`src/rtl/spi_controller_if.sv`:
```
// Request/response handshake and SPI pin bundle for spi_controller.
// master = controller side; slave = requester / peripheral side.
interface spi_controller_if #(
  parameter int COUNT_WIDTH = 16
);
  logic                   start_in;
  logic [7:0]             opcode_in;
  logic [COUNT_WIDTH-1:0] write_count_in;
  logic [COUNT_WIDTH-1:0] read_count_in;
  logic [7:0]             wr_data_in;
  logic                   wr_data_valid_in;
  logic                   wr_data_ready_out;
  logic [7:0]             rd_data_out;
  logic                   rd_data_valid_out;
  logic                   busy_out;
  logic                   done_out;
  logic                   spi_select_out;
  logic                   spi_clock_out;
  logic                   spi_data_out;
  logic                   spi_data_in;

  modport master (
    input  start_in, opcode_in, write_count_in, read_count_in,
           wr_data_in, wr_data_valid_in, spi_data_in,
    output wr_data_ready_out, rd_data_out, rd_data_valid_out, busy_out,
           done_out, spi_select_out, spi_clock_out, spi_data_out
  );

  modport slave (
    output start_in, opcode_in, write_count_in, read_count_in,
           wr_data_in, wr_data_valid_in, spi_data_in,
    input  wr_data_ready_out, rd_data_out, rd_data_valid_out, busy_out,
           done_out, spi_select_out, spi_clock_out, spi_data_out
  );
endinterface

```
`src/rtl/spi_controller.sv`:
```
// Mode-0 SPI initiator: CS low, opcode byte, then N write or M read bytes; SCLK = clock_in / (2*CLOCK_DIVIDER).
// Write bytes taken by valid/ready at byte boundaries; SPI_CONTROLLER_STALL_EN stalls on underflow, else 0x00 is sent.
module spi_controller #(
  parameter int CLOCK_DIVIDER = 2,
  parameter int COUNT_WIDTH   = 16
) (
  input  logic             clock_in,
  input  logic             reset_n_in,
  spi_controller_if.master bus
);

  typedef enum logic [2:0] {
    IDLE, SETUP, OPCODE, WRITE, READ, HOLD, GAP
  } state_t;

  localparam logic [7:0]             HALF_LAST = 8'(CLOCK_DIVIDER - 1);
  localparam logic [COUNT_WIDTH-1:0] ONE       = COUNT_WIDTH'(1);

  state_t                 state;
  logic [7:0]             half_cnt;
  logic [2:0]             bit_cnt;
  logic [7:0]             tx_sr;
  logic [7:0]             rx_sr;
  logic [COUNT_WIDTH-1:0] wr_cnt;
  logic [COUNT_WIDTH-1:0] rd_cnt;
  logic                   rx_full;
  logic                   stalled;
  logic                   cs_q;
  logic                   sclk_q;
  logic                   mosi_q;
  logic                   busy_q;
  logic                   done_q;
  logic                   rd_vld_q;
  logic [7:0]             rd_dat_q;

  logic half_end;
  logic byte_end;
  logic need_byte;

  assign half_end  = (half_cnt == HALF_LAST);
  assign byte_end  = half_end && sclk_q && (bit_cnt == 3'd7);
  // A write byte is due at the opcode's last falling edge and at every write boundary but the last.
  assign need_byte = byte_end &&
                     (((state == OPCODE) && (wr_cnt != '0)) ||
                      ((state == WRITE)  && (wr_cnt != ONE)));

`ifndef SPI_CONTROLLER_STALL_EN
  assign stalled = 1'b0;
`endif

  assign bus.wr_data_ready_out = bus.wr_data_valid_in && (need_byte || stalled);
  assign bus.spi_select_out    = cs_q;
  assign bus.spi_clock_out     = sclk_q;
  assign bus.spi_data_out      = mosi_q;
  assign bus.busy_out          = busy_q;
  assign bus.done_out          = done_q;
  assign bus.rd_data_valid_out = rd_vld_q;
  assign bus.rd_data_out       = rd_dat_q;

  always_ff @(posedge clock_in or negedge reset_n_in) begin
    if (!reset_n_in) begin
      state    <= IDLE;
      half_cnt <= '0;
      bit_cnt  <= '0;
      tx_sr    <= '0;
      rx_sr    <= '0;
      wr_cnt   <= '0;
      rd_cnt   <= '0;
      rx_full  <= 1'b0;
`ifdef SPI_CONTROLLER_STALL_EN
      stalled  <= 1'b0;
`endif
      cs_q     <= 1'b1;
      sclk_q   <= 1'b0;
      mosi_q   <= 1'b0;
      busy_q   <= 1'b0;
      done_q   <= 1'b0;
      rd_vld_q <= 1'b0;
      rd_dat_q <= '0;
    end else begin
      done_q   <= 1'b0;
      rd_vld_q <= 1'b0;
      if (rx_full) begin
        rx_full  <= 1'b0;
        rd_vld_q <= 1'b1;
        rd_dat_q <= rx_sr;
      end

      case (state)
        IDLE: begin
          if (bus.start_in) begin
            state    <= SETUP;
            busy_q   <= 1'b1;
            cs_q     <= 1'b0;
            tx_sr    <= bus.opcode_in;
            mosi_q   <= bus.opcode_in[7];
            wr_cnt   <= bus.write_count_in;
            rd_cnt   <= bus.read_count_in;
            half_cnt <= '0;
          end
        end

        SETUP: begin
          if (half_end) begin
            state    <= OPCODE;
            half_cnt <= '0;
            bit_cnt  <= '0;
          end else begin
            half_cnt <= half_cnt + 8'd1;
          end
        end

        OPCODE, WRITE, READ: begin
          if (stalled) begin
            // SCLK is parked low; the byte period restarts once data shows up.
            if (bus.wr_data_valid_in) begin
`ifdef SPI_CONTROLLER_STALL_EN
              stalled  <= 1'b0;
`endif
              tx_sr    <= bus.wr_data_in;
              mosi_q   <= bus.wr_data_in[7];
              half_cnt <= '0;
            end
          end else if (!half_end) begin
            half_cnt <= half_cnt + 8'd1;
          end else begin
            half_cnt <= '0;
            if (!sclk_q) begin
              sclk_q <= 1'b1;
              rx_sr  <= {rx_sr[6:0], bus.spi_data_in};
              if ((state == READ) && (bit_cnt == 3'd7)) begin
                rx_full <= 1'b1;
              end
            end else begin
              sclk_q  <= 1'b0;
              bit_cnt <= bit_cnt + 3'd1;
              if (bit_cnt != 3'd7) begin
                tx_sr  <= {tx_sr[6:0], 1'b0};
                mosi_q <= tx_sr[6];
              end else begin
                if (state == WRITE) wr_cnt <= wr_cnt - ONE;
                if (state == READ)  rd_cnt <= rd_cnt - ONE;
                if (need_byte) begin
                  state <= WRITE;
                  if (bus.wr_data_valid_in) begin
                    tx_sr  <= bus.wr_data_in;
                    mosi_q <= bus.wr_data_in[7];
                  end else begin
`ifdef SPI_CONTROLLER_STALL_EN
                    stalled <= 1'b1;
`endif
                    tx_sr  <= '0;
                    mosi_q <= 1'b0;
                  end
                end else if (((state == OPCODE) && (rd_cnt != '0)) ||
                             ((state == READ) && (rd_cnt != ONE))) begin
                  state  <= READ;
                  tx_sr  <= '0;
                  mosi_q <= 1'b0;
                end else begin
                  state  <= HOLD;
                  tx_sr  <= '0;
                  mosi_q <= 1'b0;
                end
              end
            end
          end
        end

        HOLD: begin
          if (half_end) begin
            state    <= GAP;
            cs_q     <= 1'b1;
            done_q   <= 1'b1;
            half_cnt <= '0;
          end else begin
            half_cnt <= half_cnt + 8'd1;
          end
        end

        GAP: begin
          if (half_end) begin
            state    <= IDLE;
            busy_q   <= 1'b0;
            half_cnt <= '0;
          end else begin
            half_cnt <= half_cnt + 8'd1;
          end
        end

        default: state <= IDLE;
      endcase
    end
  end

endmodule

```
`src/flat_wrapper.sv`:
```
// flat-port wrapper written by rule: the top's interface ports become plain ports
module spi_controller_flat 
#(
  parameter int CLOCK_DIVIDER = 2,
  parameter int COUNT_WIDTH   = 16
)
  (clock_in, reset_n_in, bus_start_in, bus_opcode_in, bus_write_count_in, bus_read_count_in, bus_wr_data_in, bus_wr_data_valid_in, bus_spi_data_in, bus_wr_data_ready_out, bus_rd_data_out, bus_rd_data_valid_out, bus_busy_out, bus_done_out, bus_spi_select_out, bus_spi_clock_out, bus_spi_data_out);
  spi_controller_if #(.COUNT_WIDTH(COUNT_WIDTH)) bus_i ();
  input  logic clock_in;
  input  logic reset_n_in;
  input wire logic [$bits(bus_i.start_in)-1:0] bus_start_in;
  input wire logic [$bits(bus_i.opcode_in)-1:0] bus_opcode_in;
  input wire logic [$bits(bus_i.write_count_in)-1:0] bus_write_count_in;
  input wire logic [$bits(bus_i.read_count_in)-1:0] bus_read_count_in;
  input wire logic [$bits(bus_i.wr_data_in)-1:0] bus_wr_data_in;
  input wire logic [$bits(bus_i.wr_data_valid_in)-1:0] bus_wr_data_valid_in;
  input wire logic [$bits(bus_i.spi_data_in)-1:0] bus_spi_data_in;
  output wire logic [$bits(bus_i.wr_data_ready_out)-1:0] bus_wr_data_ready_out;
  output wire logic [$bits(bus_i.rd_data_out)-1:0] bus_rd_data_out;
  output wire logic [$bits(bus_i.rd_data_valid_out)-1:0] bus_rd_data_valid_out;
  output wire logic [$bits(bus_i.busy_out)-1:0] bus_busy_out;
  output wire logic [$bits(bus_i.done_out)-1:0] bus_done_out;
  output wire logic [$bits(bus_i.spi_select_out)-1:0] bus_spi_select_out;
  output wire logic [$bits(bus_i.spi_clock_out)-1:0] bus_spi_clock_out;
  output wire logic [$bits(bus_i.spi_data_out)-1:0] bus_spi_data_out;
  assign bus_i.start_in = bus_start_in;
  assign bus_i.opcode_in = bus_opcode_in;
  assign bus_i.write_count_in = bus_write_count_in;
  assign bus_i.read_count_in = bus_read_count_in;
  assign bus_i.wr_data_in = bus_wr_data_in;
  assign bus_i.wr_data_valid_in = bus_wr_data_valid_in;
  assign bus_i.spi_data_in = bus_spi_data_in;
  assign bus_wr_data_ready_out = bus_i.wr_data_ready_out;
  assign bus_rd_data_out = bus_i.rd_data_out;
  assign bus_rd_data_valid_out = bus_i.rd_data_valid_out;
  assign bus_busy_out = bus_i.busy_out;
  assign bus_done_out = bus_i.done_out;
  assign bus_spi_select_out = bus_i.spi_select_out;
  assign bus_spi_clock_out = bus_i.spi_clock_out;
  assign bus_spi_data_out = bus_i.spi_data_out;
  spi_controller #(.CLOCK_DIVIDER(CLOCK_DIVIDER), .COUNT_WIDTH(COUNT_WIDTH)) u_core (.clock_in(clock_in), .reset_n_in(reset_n_in), .bus(bus_i));
endmodule
```
`config.mk`:
```
export PLATFORM = sky130hd
export DESIGN_NAME = spi_controller_flat
export DESIGN_NICKNAME = d
export VERILOG_FILES = /design/src/rtl/spi_controller_if.sv /design/src/rtl/spi_controller.sv /design/src/flat_wrapper.sv
export SDC_FILE = /design/constraint.sdc
export NUM_CORES = 1
export LEC_CHECK = 0
export BUFFER_PORTS_ARGS = -buffer_cell sky130_fd_sc_hd__buf_4
export CAP_MARGIN = 20
export CORE_MARGIN = 2
export CORE_UTILIZATION = 61
export CTS_CLUSTER_DIAMETER = 80
export CTS_CLUSTER_SIZE = 25
export DETAILED_ROUTE_END_ITERATION = 12
export PLACE_DENSITY = 0.9
export SLEW_MARGIN = 20
export SYNTH_ARGS = -nofsm -noshare
export SYNTH_HDL_FRONTEND = slang
export SYNTH_SLANG_ARGS = --single-unit
```
`constraint.sdc`:
```
create_clock -name clock_in -period 3.59 [get_ports clock_in]
set_input_delay 0.1795 -clock clock_in [delete_from_list [all_inputs] [get_ports clock_in]]
set_output_delay 0.1795 -clock clock_in [all_outputs]
set_load 0.02 [all_outputs]
```
# Word-level counts from Yosys, hierarchy flattened
# Cells that the tools add are included.
[totals]
register_bits = 76
out_inout_bits = 15
inputBits = 53
[classes]
mux = 56
reduce_logical = 31
bitwise = 1
addsub = 4
n_eq_ne = 20
[op_table]
columns = ["cell", "n"]
rows = [
  ["two-way mux 16 bit", 10],
  ["case mux 16 bit (2 select lines)", 2],
  ["two-way mux 7 bit", 6],
  ["inequality test 16 x 1 -> 1 bit, second input constant", 2],
  ["nonzero test 16 bit", 2],
  ["subtractor 16 x 1 -> 16 bit, second input constant", 2],
  ["two-way mux 3 bit", 10],
  ["two-way mux 1 bit", 19],
  ["two-way mux 8 bit", 2],
  ["case mux 8 bit (2 select lines)", 1],
  ["case mux 3 bit (5 select lines)", 1],
  ["inequality test 2 x 1 -> 1 bit, second input constant", 7],
  ["case mux 7 bit (2 select lines)", 1],
  ["equality test 3 bit, second input constant", 4],
  ["AND reduction 6 bit", 2],
  ["nonzero test 2 bit", 5],
  ["logical AND 1 bit", 9],
  ["AND reduction 3 bit", 3],
  ["adder 8 x 1 -> 8 bit, second input constant", 1],
  ["equality test 8 x 1 -> 1 bit, second input constant", 1],
  ["AND reduction 4 bit", 2],
  ["AND reduction 7 bit", 1],
  ["equality test 3 x 2 -> 1 bit, second input constant", 2],
  ["case mux 1 bit (2 select lines)", 3],
  ["11 further kinds", 14],
]

# Logic depth before layout (Yosys ltp)
[logic_depth]
word_depth = 9
depth_mapped = 10

# Worst setup path after synthesis
# Ideal clock, no wire load.
[synth_timing]
path_kind = "flip-flop to flip-flop"
start = "register u_core.wr_cnt[8]"
end = "register u_core.state[0]"
setup_slack_ns = 1.441
setup_time_ns = 0.125
synth_period_minus_slack_ns = 2.149
path_stages_with_launch = 7
arrival_time_ns = 2.025
path_buffers = 1
path_cell_list = "dfrtp_1 -> or4_4 -> or4_4 -> o21ai_2 -> buf_6 -> o21ai_2 -> mux2_2"
[synth_between]
elab_chain_cells = 9
[synth_rtl]
columns = ["item", "line", "source"]
rows = [
  ["start, declared", "spi_controller.sv:24", "logic [COUNT_WIDTH-1:0] wr_cnt;"],
  ["start signal, assigned", "spi_controller.sv:97", "wr_cnt <= bus.write_count_in;"],
  ["start signal, assigned", "spi_controller.sv:141", "if (state == WRITE) wr_cnt <= wr_cnt - ONE;"],
  ["inequality test 16 x 1 -> 1 bit / nonzero test 16 bit (equally long branches)", "spi_controller.sv:45, spi_controller.sv:44", ""],
  ["logical AND 1 bit, on equally long branches", "spi_controller.sv:45, spi_controller.sv:44", ""],
  ["logical OR 1 bit (*)", "spi_controller.sv:44", "(((state == OPCODE) && (wr_cnt != '0)) ||"],
  ["logical AND 1 bit (*)", "spi_controller.sv:43", "assign need_byte = byte_end &&"],
  ["two-way mux 3 bit (*)", "spi_controller.sv:143", "if (need_byte) begin"],
  ["two-way mux 3 bit (*)", "spi_controller.sv:137", "if (bit_cnt != 3'd7) begin"],
  ["two-way mux 3 bit (*)", "spi_controller.sv:128", "if (!sclk_q) begin"],
  ["two-way mux 3 bit (*)", "spi_controller.sv:124", "end else if (!half_end) begin"],
  ["case mux 3 bit (5 select lines) (*)", "spi_controller.sv:89", "case (state)"],
  ["end signal, assigned", "spi_controller.sv:92", "state <= SETUP;"],
  ["end signal, assigned", "spi_controller.sv:105", "state <= OPCODE;"],
  ["end signal, assigned", "spi_controller.sv:144", "state <= WRITE;"],
  ["end, declared", "spi_controller.sv:19", "state_t state;"],
]
# Mark *: on every way between the ends. The rest lies on a longest branch, timed or not. The select of a mux whose other input is x is not followed.
# A chain may end at the register's enable or synchronous reset.

# Final worst setup path
[layout_timing]
start = "register u_core.wr_cnt[8]"
end = "output port bus_wr_data_ready_out"
[layout_between]
elab_chain_cells = 5
[layout_rtl]
columns = ["item", "line", "source"]
rows = [
  ["inequality test 16 x 1 -> 1 bit / nonzero test 16 bit (equally long branches)", "spi_controller.sv:45, spi_controller.sv:44", ""],
  ["logical AND 1 bit, on equally long branches", "spi_controller.sv:45, spi_controller.sv:44", ""],
  ["logical OR 1 bit (*)", "spi_controller.sv:44", ""],
  ["logical AND 1 bit (*)", "spi_controller.sv:43", ""],
  ["logical AND 1 bit (*)", "spi_controller.sv:51", "assign bus.wr_data_ready_out = bus.wr_data_valid_in && (need_byte || stalled);"],
  ["end, declared", "flat_wrapper.sv:18", "output wire logic [$bits(bus_i.wr_data_ready_out)-1:0] bus_wr_data_ready_out;"],
]
# Mark *: on every way between the ends. The rest lies on a longest branch, timed or not.

==> results.md <==
- Final setup TNS: 0 ns
- DRT Wirelength: 9890 microns
- Die Ht: approximately 87 microns
- Final Max Slew Viols: 0
- Period minus WS final: 2.75 ns
- DP HPWL: roughly 7100 microns
- Leakage Power: roughly 2.2 nW
- Die W: ~87 microns
- Synth warnings: 0
- Rel. slew slack: 0.380
- Mapped Avg Cell Area: between 9 and 10 sq um
- Antenna-violating nets left: 0
- Slew @ Worst Pin: slightly above 0.9 ns
- Synth unique cells: 55
- Core area: ~6700 sq um
- Routed WL per cell: between 15 and 20 microns
- Layout Utilization: 0.736
- Root Buffer Master: clkbuf_8
- Clock Sinks: 76
- Synth Cell Area: 4210 sq um
- Initial antenna violation count: 0
- Hold crit path type: input pin to asynchronous set/reset pin
- WP data arrival: 2.57 ns
- Die Area: between 7000 and 8000 sq um
- Total CTS buffers: 9
- # port buffers: 67
- CTS tree: built
- Ant. Diodes: 0
- Via count: between 3k and 4k
- CP Data Required Time: between 3 and 4 ns
- Worst skew pair latency: about 0.35 ns
- #FFs+latches synth: 76
- Crit share post-route: 0.767
- Synth-to-layout area growth: 17.4%
- Setup crit start kind: flop
- Total grt overflow: 0
- Final setup violation count: 0
- Fin. Hold Viols: 75
- Outcome: finished with violations
- Total GRT Usage: 0.272
- Clock-pin slew on the worst setup and hold paths: ~0.080 ns
- Nets: between 500 and 600
- CTS Hold Bufs: 0
- Clock skew: around 0.0091 ns
- RSZ-0062 raised after global routing: false
- Site row count: 30
- Post-Syn Nets: roughly 520
- Layout cells sized above 1: 0.237
- Final hold slack: -0.0310 ns
- First-pass GRT wire length: ~16000 microns
- Top FF cell, synth: dfrtp_1
- Cells resized by post-CTS repair: 0
- Critical path type: flop to primary output
- Vias per cell: about 6.4
- Initial DRC Count: ~280
- Cells after synthesis: 460
- IO Count: just under 70
- PwrDens: slightly above 700 nW/um^2
- VDD IR-drop max: between 0.4 and 0.5 mV
- Drt pass-1 iters: 5
- H-tree depth: 3
- Failing checks: hold timing
- Initial Utilization: 0.627
- Via count of the first global-routing pass: between 3k and 4k
- Post-CTS setup buffers: 0
- Yosys top cell area share: 0.446
- Fmax: 363 MHz
- Async SR Flop Fraction: 1.00
- Cell taking the most area after synthesis: dfrtp_1
- # DRC: 0
- Setup crit end kind: primary output
- Placer congestion estimate: ~0.92
- Max Cap Viol: 0
- Largest net degree at the start of global routing: 77
- Sequential area share after synthesis: 0.452
- CP Max Fanout: 11
- Post-synth EDFFs: 0
- Synth area leaders: dfrtp_1 45%, mux2_2 5.3%, a21oi_1 4.4%, o21ai_0 4.4%, nand2_1 4.0%
- Max clock buf depth: 2
==> metal layers <==
| layer | vias to the layer above | share of wire | track usage |
|---|---|---|---|
| li1 | 1801 | - | - |
| met1 | 1850 | 0.43 | 0.358 |
| met2 | 136 | 0.49 | 0.442 |
| met3 | 24 | 0.053 | 0.0464 |
| met4 | 0 | 0.025 | 0.124 |
| met5 | - | 0 | 0 |
==> metrics by stage <==
step | cells | hold WS (ns) | power [mW] | area, sq um | setup WS [ns]
2_1_floorplan | 460 | -0.116 | 2.48 | 4210 | 1.44
3_5_place_dp | 583 | 0.384 | 2.87 | 4740 | 1.04
5_1_grt | 599 | 0.0403 | 3.79 | 4940 | 0.721
6_report | 599 | -0.0310 | 3.53 | 4940 | 0.836
4_1_cts | 599 | 0.00422 | 3.53 | 4940 | 0.850
3_3_place_gp | 583 | 0.378 | 2.77 | 4740 | 1.17
==> final timing paths <==
path,startpoint,to,slack (ns),depth (start not counted)
min in group clock_in,bus_spi_data_in,u_core.rx_sr[0]$_DFFE_PN0P_,0.08,2
worst min register to register,u_core.rd_cnt[15]$_DFFE_PN0P_,u_core.rd_cnt[15]$_DFFE_PN0P_,0.51,1
worst max register to register,u_core.state[1]$_DFFE_PN0P_,u_core.rx_sr[1]$_DFFE_PN0P_,1.02,4
worst max-delay path,u_core.wr_cnt[8]$_DFFE_PN0P_,bus_wr_data_ready_out,0.84,5
max in group asynchronous,reset_n_in,u_core.wr_cnt[5]$_DFFE_PN0P_,3.03,1
worst min-delay path,reset_n_in,u_core.bus.rd_data_out[3]$_DFFE_PN0P_,-0.03,1
==> worst max-delay path, cell delays in order (launching register included) <==
cell     delay [ns]
dfrtp_1        0.45
or4_4          0.59
or4_4          0.47
o21ai_2        0.45
nor2_1         0.08
buf_4          0.17
==> cell families (layout without fill, tap and decap cells) <==
family / count (synthesis) / in the layout / share of synthesized area
fa+ha+maj: 8 / 8 / 0.0238
xor+xnor: 3 / 3 / 0.00624
buf+inv: 37 / 96 / 0.0357
flops: 76 / 76 / 0.452
mux: 20 / 20 / 0.0535
simple gates: 172 / 172 / 0.207
compound gates: 144 / 144 / 0.222
==> area by class of cell <==
class,count,area [sq um]
Sequential cell,76,1900
Multi-Input combinational cell,347,2170
Tap cell,80,100
Clock inverter,7,76.3
Fill cell,495,1780
Clock buffer,9,124
Timing Repair Buffer,72,541
Inverter,8,30.0
==> synth_stat cells, drive strengths merged, types with 3 or more instances <==
| cell type | n |
|---|---|
| clkbuf | 21 |
| o31ai | 3 |
| nor4b | 3 |
| nand3b | 8 |
| o32ai | 3 |
| nand2b | 5 |
| inv | 8 |
| or3 | 3 |
| a21o | 4 |
| o21ai | 42 |
| nor3 | 16 |
| dfrtp | 75 |
| o211ai | 3 |
| nand2 | 45 |
| and3 | 7 |
| a211oi | 3 |
| a21oi | 37 |
| nand3 | 18 |
| a22o | 4 |
| o22a | 10 |
| nor4 | 10 |
| o2bb2ai | 12 |
| a31o | 4 |
| or4 | 3 |
| nor2b | 3 |
| mux2 | 20 |
| ha | 8 |
| buf | 8 |
| a22oi | 10 |
| nor2 | 41 |
==> state kept, by name, indices dropped and copies added (netlist names) <==
name	count
u_core.half_cnt	8
u_core.rd_cnt	16
u_core.bus.done_out	1
u_core.rx_sr	8
u_core.bus.spi_select_out	1
u_core.tx_sr	7
u_core.bit_cnt	3
u_core.rx_full	1
u_core.wr_cnt	16
u_core.bus.spi_clock_out	1
u_core.state	3
u_core.bus.spi_data_out	1
u_core.bus.rd_data_valid_out	1
u_core.bus.busy_out	1
u_core.bus.rd_data_out	8
==> power breakdown <==
part	switching, mW	internal [mW]	total (mW)
logic	0.806	0.598	1.40
clock network	0.332	0.324	0.656
registers	0.324	1.15	1.47
total	1.46	2.07	3.53
==> cells in the final DEF (no fill, tap or decap), types with 9 or more instances in the layout <==
cell	n
mux2_2	20
o22a_1	10
buf_4	72
nor4_1	10
nor3_1	14
nand3_1	18
a21oi_1	36
clkbuf_8	9
o2bb2ai_1	12
nand2_1	45
o21ai_0	37
dfrtp_1	75
a22oi_1	10
nor2_1	40
No activity file was read; power rests on OpenSTA's default activity.
